<file path="config.mk">
export PLATFORM = sky130hd
export DESIGN_NAME = cr_ce_gen
export DESIGN_NICKNAME = d
export VERILOG_FILES = /design/src/rtl/cr_ce_pkg.sv /design/src/rtl/cr_ce_chan.sv /design/src/rtl/cr_ce_gen.sv
export SDC_FILE = /design/constraint.sdc
export NUM_CORES = 1
export LEC_CHECK = 0
export CELL_PAD_IN_SITES_DETAIL_PLACEMENT = 0
export CELL_PAD_IN_SITES_GLOBAL_PLACEMENT = 1
export CORE_MARGIN = 2
export CORE_UTILIZATION = 30
export CTS_CLUSTER_SIZE = 30
export DETAILED_ROUTE_END_ITERATION = 10
export PLACE_DENSITY = 0.62
export REMOVE_ABC_BUFFERS = 1
export SKIP_LAST_GASP = 1
export SLEW_MARGIN = 20
export SYNTH_ARGS = -nofsm -noshare
export SYNTH_HDL_FRONTEND = slang
export SYNTH_SLANG_ARGS = --single-unit
</file>
<file path="constraint.sdc">
create_clock -name clk -period 5.9 [get_ports clk]
set_clock_uncertainty 0.1 [all_clocks]
set_input_delay 0.885 -clock clk [delete_from_list [all_inputs] [get_ports clk]]
set_output_delay 0.885 -clock clk [all_outputs]
set_load 0.01 [all_outputs]
</file>
<file path="src/rtl/cr_ce_pkg.sv">
// Shared types, reset defaults and helpers for the fractional clock-enable generator.
package cr_ce_pkg;

  // Container width for configuration values; channels use the low INC_W bits.
  localparam int CE_CFG_W = 32;

  localparam int CE_DEF_INC       = 2328;
  localparam int CE_DEF_MOD       = 25000;
  localparam bit CE_DEF_TWO_PHASE = 1'b1;

  typedef struct packed {
    logic [CE_CFG_W-1:0] inc;
    logic [CE_CFG_W-1:0] mod;
    logic                two_phase;
  } ce_cfg_t;

  // An increment above the modulus would need more than one tick per cycle,
  // so it saturates at the modulus (tick every cycle).
  function automatic logic [CE_CFG_W-1:0] ce_clamp(input logic [CE_CFG_W-1:0] inc,
                                                   input logic [CE_CFG_W-1:0] mod);
    return (inc > mod) ? mod : inc;
  endfunction

endpackage

</file>
<file path="src/rtl/cr_ce_chan.sv">
// One enable channel: fractional accumulator, phase toggle and registered outputs.
module cr_ce_chan
  import cr_ce_pkg::*;
#(
  parameter int INC_W         = 16,
  parameter int DEF_INC       = CE_DEF_INC,
  parameter int DEF_MOD       = CE_DEF_MOD,
  parameter bit DEF_TWO_PHASE = CE_DEF_TWO_PHASE
) (
  input  logic    clk,
  input  logic    reset_n,
  input  logic    run,
  input  logic    sync,
  input  logic    cfg_we,
  input  ce_cfg_t cfg,
  output logic    ce,
  output logic    ph1,
  output logic    ph2
);

  ce_cfg_t              cfg_reg;
  logic [INC_W:0]       acc_reg, acc_next;
  logic                 phase_reg, phase_next;
  logic                 ce_reg, ph1_reg, ph2_reg;
  logic                 ce_next, ph1_next, ph2_next;
  logic [CE_CFG_W-1:0]  einc;
  logic [CE_CFG_W:0]    sum;
  logic                 wrap;
  logic                 mod_ok;

  // Accumulate, decide the tick and the next phase; clears beat accumulation.
  always_comb begin
    acc_next   = acc_reg;
    phase_next = phase_reg;
    ce_next    = 1'b0;
    ph1_next   = 1'b0;
    ph2_next   = 1'b0;
    einc       = ce_clamp(cfg_reg.inc, cfg_reg.mod);
    sum        = (CE_CFG_W+1)'(acc_reg) + (CE_CFG_W+1)'(einc);
    wrap       = (sum >= (CE_CFG_W+1)'(cfg_reg.mod));
    mod_ok     = (cfg_reg.mod != '0);
    if (cfg_we || sync) begin
      acc_next   = '0;
      phase_next = 1'b0;
    end else if (run && mod_ok) begin
      if (wrap) begin
        acc_next = (INC_W+1)'(sum - (CE_CFG_W+1)'(cfg_reg.mod));
        ce_next  = 1'b1;
        if (cfg_reg.two_phase) begin
          ph1_next   = ~phase_reg;
          ph2_next   = phase_reg;
          phase_next = ~phase_reg;
        end
      end else begin
        acc_next = (INC_W+1)'(sum);
      end
    end
  end

  // State, configuration and output registers; reset overrides everything.
  always_ff @(posedge clk) begin
    if (!reset_n) begin
      cfg_reg.inc       <= CE_CFG_W'(DEF_INC);
      cfg_reg.mod       <= CE_CFG_W'(DEF_MOD);
      cfg_reg.two_phase <= DEF_TWO_PHASE;
      acc_reg           <= '0;
      phase_reg         <= 1'b0;
      ce_reg            <= 1'b0;
      ph1_reg           <= 1'b0;
      ph2_reg           <= 1'b0;
    end else begin
      if (cfg_we) begin
        cfg_reg <= cfg;
      end
      acc_reg   <= acc_next;
      phase_reg <= phase_next;
      ce_reg    <= ce_next;
      ph1_reg   <= ph1_next;
      ph2_reg   <= ph2_next;
    end
  end

  assign ce  = ce_reg;
  assign ph1 = ph1_reg;
  assign ph2 = ph2_reg;

endmodule

</file>
<file path="src/rtl/cr_ce_gen.sv">
// N-channel fractional clock-enable generator with runtime-programmable ratios.
module cr_ce_gen
  import cr_ce_pkg::*;
#(
  parameter int CHANNELS      = 2,
  parameter int INC_W         = 16,
  parameter int DEF_INC       = CE_DEF_INC,
  parameter int DEF_MOD       = CE_DEF_MOD,
  parameter bit DEF_TWO_PHASE = CE_DEF_TWO_PHASE
) (
  input  logic                                              clk,
  input  logic                                              reset_n,
  input  logic                                              run,
  input  logic                                              sync,
  input  logic                                              cfg_we,
  input  logic [((CHANNELS > 1) ? $clog2(CHANNELS) : 1)-1:0] cfg_ch,
  input  logic [INC_W-1:0]                                  cfg_inc,
  input  logic [INC_W-1:0]                                  cfg_mod,
  input  logic                                              cfg_two_phase,
  output logic [CHANNELS-1:0]                               ce,
  output logic [CHANNELS-1:0]                               ph1,
  output logic [CHANNELS-1:0]                               ph2
);

  localparam int CH_W = (CHANNELS > 1) ? $clog2(CHANNELS) : 1;

  ce_cfg_t cfg_bus;

  // Widen the write data into the shared configuration record.
  always_comb begin
    cfg_bus.inc       = CE_CFG_W'(cfg_inc);
    cfg_bus.mod       = CE_CFG_W'(cfg_mod);
    cfg_bus.two_phase = cfg_two_phase;
  end

  // Out-of-range channel numbers match no instance, so such writes fall away.
  for (genvar gi = 0; gi < CHANNELS; gi++) begin : g_chan
    logic chan_we;
    assign chan_we = cfg_we && (cfg_ch == CH_W'(gi));

    cr_ce_chan #(
      .INC_W         (INC_W),
      .DEF_INC       (DEF_INC),
      .DEF_MOD       (DEF_MOD),
      .DEF_TWO_PHASE (DEF_TWO_PHASE)
    ) u_chan (
      .clk     (clk),
      .reset_n (reset_n),
      .run     (run),
      .sync    (sync),
      .cfg_we  (chan_we),
      .cfg     (cfg_bus),
      .ce      (ce[gi]),
      .ph1     (ph1[gi]),
      .ph2     (ph2[gi])
    );
  end

endmodule

</file>
# == After elaboration in Yosys (flattened, before gate mapping) ==
# Cells that the tools add are included.
# word_totals
mem_bits_rw,0
register_bits,108
latchBits,0
n_memories,0
inputBits,39
out_inout_bits,6
rom_bits,0
# classes
eq_ne,0
order_cmp,4
div,0
n_bitwise,10
multipliers,0
n_mux,6
n_addsub,4
n_shift,0
n_reduce_logical,16
# ops
op,n
$ge 33x16->1,2
$reduce_bool 32->1,2
$add 17x16->18,2
$mux 17,2
$sub 17x16->17,2
$gt 16x16->1,2
$mux 16,2
$not 1->1,10
$reduce_or 5->1,2
$reduce_and 3->1,2
$reduce_or 3->1,2
$logic_and 1x1->1,4
$reduce_or 2->1,2
$logic_or 1x1->1,2
$mux 1,2

# == Longest topological paths before layout ==
# logic_depth
word_depth,6
depth_mapped,31

# == Hierarchy ==
# Synthesis repeated with hierarchy kept, for this count alone.
# unflattened
cells_unflattened,1702
area_unflattened_um2,14264.9
# by_module_without_submodules
mod,seq_area_each_um2,n_inst,area_each_um2,cells_each
cr_ce_chan (g_chan[1].u_chan),1721.7,1,7258.2,859
cr_ce_chan (g_chan[0].u_chan),1721.7,1,6986.7,840
cr_ce_gen,0.0,1,20.0,3

# == Least setup slack after synthesis ==
# Ideal clock, no wire load.
# synth_path
path_type,register -> register
start,register g_chan[0].u_chan.cfg_reg[10] (netlist name)
end,register g_chan[0].u_chan.acc_reg[15]
setup_time_ns,0.117
t_arrival_ns,5.942
path_stages_with_launch,30
path_slack_ns,-0.259
synth_period_minus_slack_ns,6.159
path_cell_list,dfxtp_1 > inv_1 > ha_1 > a21oi_1 > nor2b_1 > o21ai_0 > nand2b_1 > a21oi_1 > o21ai_0 > a221oi_1 > a21oi_1 > clkbuf_1 > mux2_2 > ha_1 > fa_1 > a211oi_1 > o211a_1 > o21a_1 > o21bai_1 > a21oi_1 > xnor2_1 > ha_1 > a21oi_1 > o21ai_0 > o21ai_0 > a21oi_1 > o21ai_0 > or3b_2 > mux2_2 > a22o_1
# synth_between
elab_chain_cells,5
# synth_lines
item,line_no,rtl
"start, declared",cr_ce_chan.sv:21,ce_cfg_t cfg_reg;
"start signal, assigned",cr_ce_chan.sv:73,cfg_reg <= cfg;
$gt 16x16->1,cr_ce_pkg.sv:21,return (inc > mod) ? mod : inc;
$mux 16,cr_ce_pkg.sv:21,
$add 17x16->18,cr_ce_chan.sv:39,sum = (CE_CFG_W+1)'(acc_reg) + (CE_CFG_W+1)'(einc);
$ge 33x16->1 or $sub 17x16->17 (tied branches),"cr_ce_chan.sv:40, cr_ce_chan.sv:47",
$mux 17,cr_ce_chan.sv:46,if (wrap) begin
"end signal, assigned",cr_ce_chan.sv:75,acc_reg <= acc_next;
"end, declared",cr_ce_chan.sv:22,"logic [INC_W:0] acc_reg, acc_next;"
# Several ways; a longest one is shown, not always the timed one.
# A chain may end at the register's enable or synchronous reset.

# == Final worst setup path ==
# layout_path
start,register g_chan[1].u_chan.cfg_reg[2] (netlist name)
end,register g_chan[1].u_chan.acc_reg[16]
# layout_between
elab_chain_cells,5
# layout_lines
item,line_no
"start, declared",cr_ce_chan.sv:21
"start signal, assigned",cr_ce_chan.sv:73
$gt 16x16->1,cr_ce_pkg.sv:21
$mux 16,cr_ce_pkg.sv:21
$add 17x16->18,cr_ce_chan.sv:39
$ge 33x16->1 or $sub 17x16->17 (tied branches),"cr_ce_chan.sv:40, cr_ce_chan.sv:47"
$mux 17,cr_ce_chan.sv:46
"end signal, assigned",cr_ce_chan.sv:75
"end, declared",cr_ce_chan.sv:22
# Several ways; a longest one is shown, not always the timed one.

==> flow_summary.toml <==
[run_status]
status = "finished, final reports clean"

[placed_design]
io_buffers = 44
post_dp_cell_area_um2 = 11000
globalplace.congestion = 0.855
hpwlAfterDp_um = 22500

[drt]
wire_per_inst_um = 16.9
drc_errors = 0
drt_iter0_drc = 403
route.antenna.remaining_nets = 0
dr.pass1.iters = 5
viasPerCell = 5.08
dr_total_vias = 8959
drt-total-wl_um = 29700

[floorplanning]
rows = 63
die_y_um = 178
io_pins = 45
start_util = 0.305
core_area_um2 = 29600
die_area_um2 = 31500
die_x_um = 178

[layout]
multi_input_area_um2 = 7130
seq_area_um2 = 2170
largest_register_ffs = 66
diodes = 0
drive_gt1_frac = 0.272
fin_area_um2 = 12400
nets = 1507
area_growth_pct = 36.7
fillers = 3106
final_core_util = 0.417

[yosys]
syn_inst = 1178
synth_cell_type_count = 64
synth_most_common_cell = "nand2_1"
yosys_most_used_dff = "dfxtp_1"
synth-seq-cells = 108
synth-seq-area-share = 0.239
syn_area_um2 = 9030
synth_top_area_frac = 0.239
yosys_warnings = 0
yosys-top-cells-count = "183 x nand2_1, 108 x dfxtp_1, 96 x ha_1"
synth_edf_count = 0
avgSynthCellArea_um2 = 7.67
yosys.area.top_type = "dfxtp_1"
async_flop_share = 0
ys_top_cells_by_area = "dfxtp_1 24%, ha_1 13%, nand2_1 7.6%"

[worst_setup_path]
worstPathRequired_ps = 6040
cpMaxStageDelayCell = "dfxtp_2"
crit_fanout = 4
cpPeakStageDelay_ps = 340
crit_type = "reg2reg"
arrival_ps = 6010
startpoint_type = "register"
path_common_cell = "o21a_1"
worst_setup_path_end_kind = "register"

[timing]
relSlewSlack = 0.451
finalCritPeriodShare = 0.994
min_period_ps = 5870
timing_hold_violations_final = 0
slew_viol_final = 0
fmax_mhz = 170
rsz0062_at_grt = "yes"
whs_ps = 359
setup_viol = 0
worst_pin_slew_ps = 803

[grt]
grt_max_degree = 69
grt_overflow_total = 0
grt_util_met1 = 0.242
gr-usage-met3 = 0.0219
track_usage = 0.190
grt_pass1_wl_um = 47600
antenna_found_initial = 0
grt_pass1_vias = 9046
gr-max-usage-layer = "met2"
globalRouteMet2Util = 0.342

[clock_network]
insertion_delay_ps = 350
clk_path_buf_depth = 2
htreeDepth = 3
cts.sinks = 108
tritoncts = "built"
clkTransAtPathRegs_ps = 70
cts_buffers = 9
cts_root_buf = "clkbuf_16"

[power]
power_per_cell_area_nw_per_um2 = 232
finalPower_mw = 2.87
ir_drop_mv = 0.109
p_leak_nw = 5.19

[min_path]
worstHoldPathType = "reg2reg"

[run]
drv_cap = 0
## area by class of cell
class	instances	share of cell area
clock buffer	12	0.0216
inverter	52	0.0158
tap	390	0.0395
sequential	108	0.176
multi-input combinational	958	0.577
clock inverter	4	0.00567
timing repair buffer	239	0.164
## report_power, final
| part | total, mW | internal, mW | switching (mW) |
|---|---|---|---|
| registers | 0.797 | 0.767 | 0.0309 |
| clock network | 0.693 | 0.406 | 0.287 |
| logic | 1.38 | 0.683 | 0.695 |
## timing repair
action | CTS | global route
setup endpoints to repair | 42 | 42
hold buffers | 0 | 0
setup buffers | 14 | 16
endpoints found under the hold margin | 0 | 0
cloned | 5 | 0
resized for setup | 56 | 119
pin swaps | 29 | 90
## per-layer routing
metal,vias up,routed length (µm)
met5,-,0
met4,0,462
met3,30,607
met2,100,15000
met1,4197,13700
li1,4632,-
## placed cells by master, fill, tap and decap left out, types with 10 or more instances in the layout
| cell | Yosys | final |
|---|---|---|
| buf_4 | 7 | 182 |
| nand2_1 | 183 | 179 |
| dfxtp_1 | 108 | 98 |
| ha_1 | 96 | 80 |
| a21oi_1 | 83 | 68 |
| o21ai_0 | 79 | 61 |
| nand3_1 | 61 | 58 |
| nor2_1 | 57 | 50 |
| inv_1 | 52 | 48 |
| a21boi_0 | 45 | 45 |
| clkdlybuf4s50_1 | 0 | 43 |
| xnor2_1 | 33 | 31 |
| a21o_1 | 30 | 30 |
| nor2b_1 | 27 | 23 |
| o211ai_1 | 19 | 19 |
| a41oi_1 | 22 | 17 |
| nand2b_1 | 16 | 16 |
| o21ba_2 | 15 | 15 |
| mux2_2 | 18 | 15 |
| ha_4 | 0 | 15 |
| a21oi_2 | 0 | 13 |
| xor2_1 | 14 | 13 |
| o21ai_1 | 4 | 12 |
| nand4_1 | 12 | 12 |
| and3_1 | 12 | 11 |
| mux2i_1 | 13 | 11 |
| dfxtp_2 | 0 | 10 |
## final timing paths
| kind | from | endpoint | slack, ps | depth (start not counted) |
|---|---|---|---|---|
| worst max-delay path | g_chan[1].u_chan.cfg_reg[2] | g_chan[1].u_chan.acc_reg[16] | 30 | 31 |
| worst min register to register | g_chan[1].u_chan.phase_reg | g_chan[1].u_chan.ph1 | 360 | 1 |
| worst min-delay path | g_chan[1].u_chan.phase_reg | g_chan[1].u_chan.ph1 | 360 | 1 |
| worst max register to register | g_chan[1].u_chan.cfg_reg[2] | g_chan[1].u_chan.acc_reg[16] | 30 | 31 |
## kinds of logic after synthesis
family / Yosys count / synth area share
fa+ha+maj: 100 / 0.142
xor+xnor: 47 / 0.0456
buf+inv: 112 / 0.0506
flops: 108 / 0.239
simple gates: 406 / 0.209
mux: 31 / 0.0368
compound gates: 374 / 0.277
## through the flow
stage	TNS (ps)	worst slack [ps]	cells
2_1_floorplan	-25910	-935	1118
3_3_place_gp	-6510	-388	1718
3_5_place_dp	-7720	-436	1718
4_1_cts	-135	-37.4	1753
5_1_grt	-5640	-240	1763
6_report	0	32.6	1763
## critical path: cells and delay by family, from the launching register on
family / cells / cell delay, ps
DFF: 1 / 340
xor gates and xnor gates: 1 / 160
AOI/OAI and AO/OA: 16 / 2850
adders and majority gates: 3 / 710
buffers and inverters: 5 / 580
and+or+nand+nor: 6 / 1000
Power figures use the tool's default switching activity.
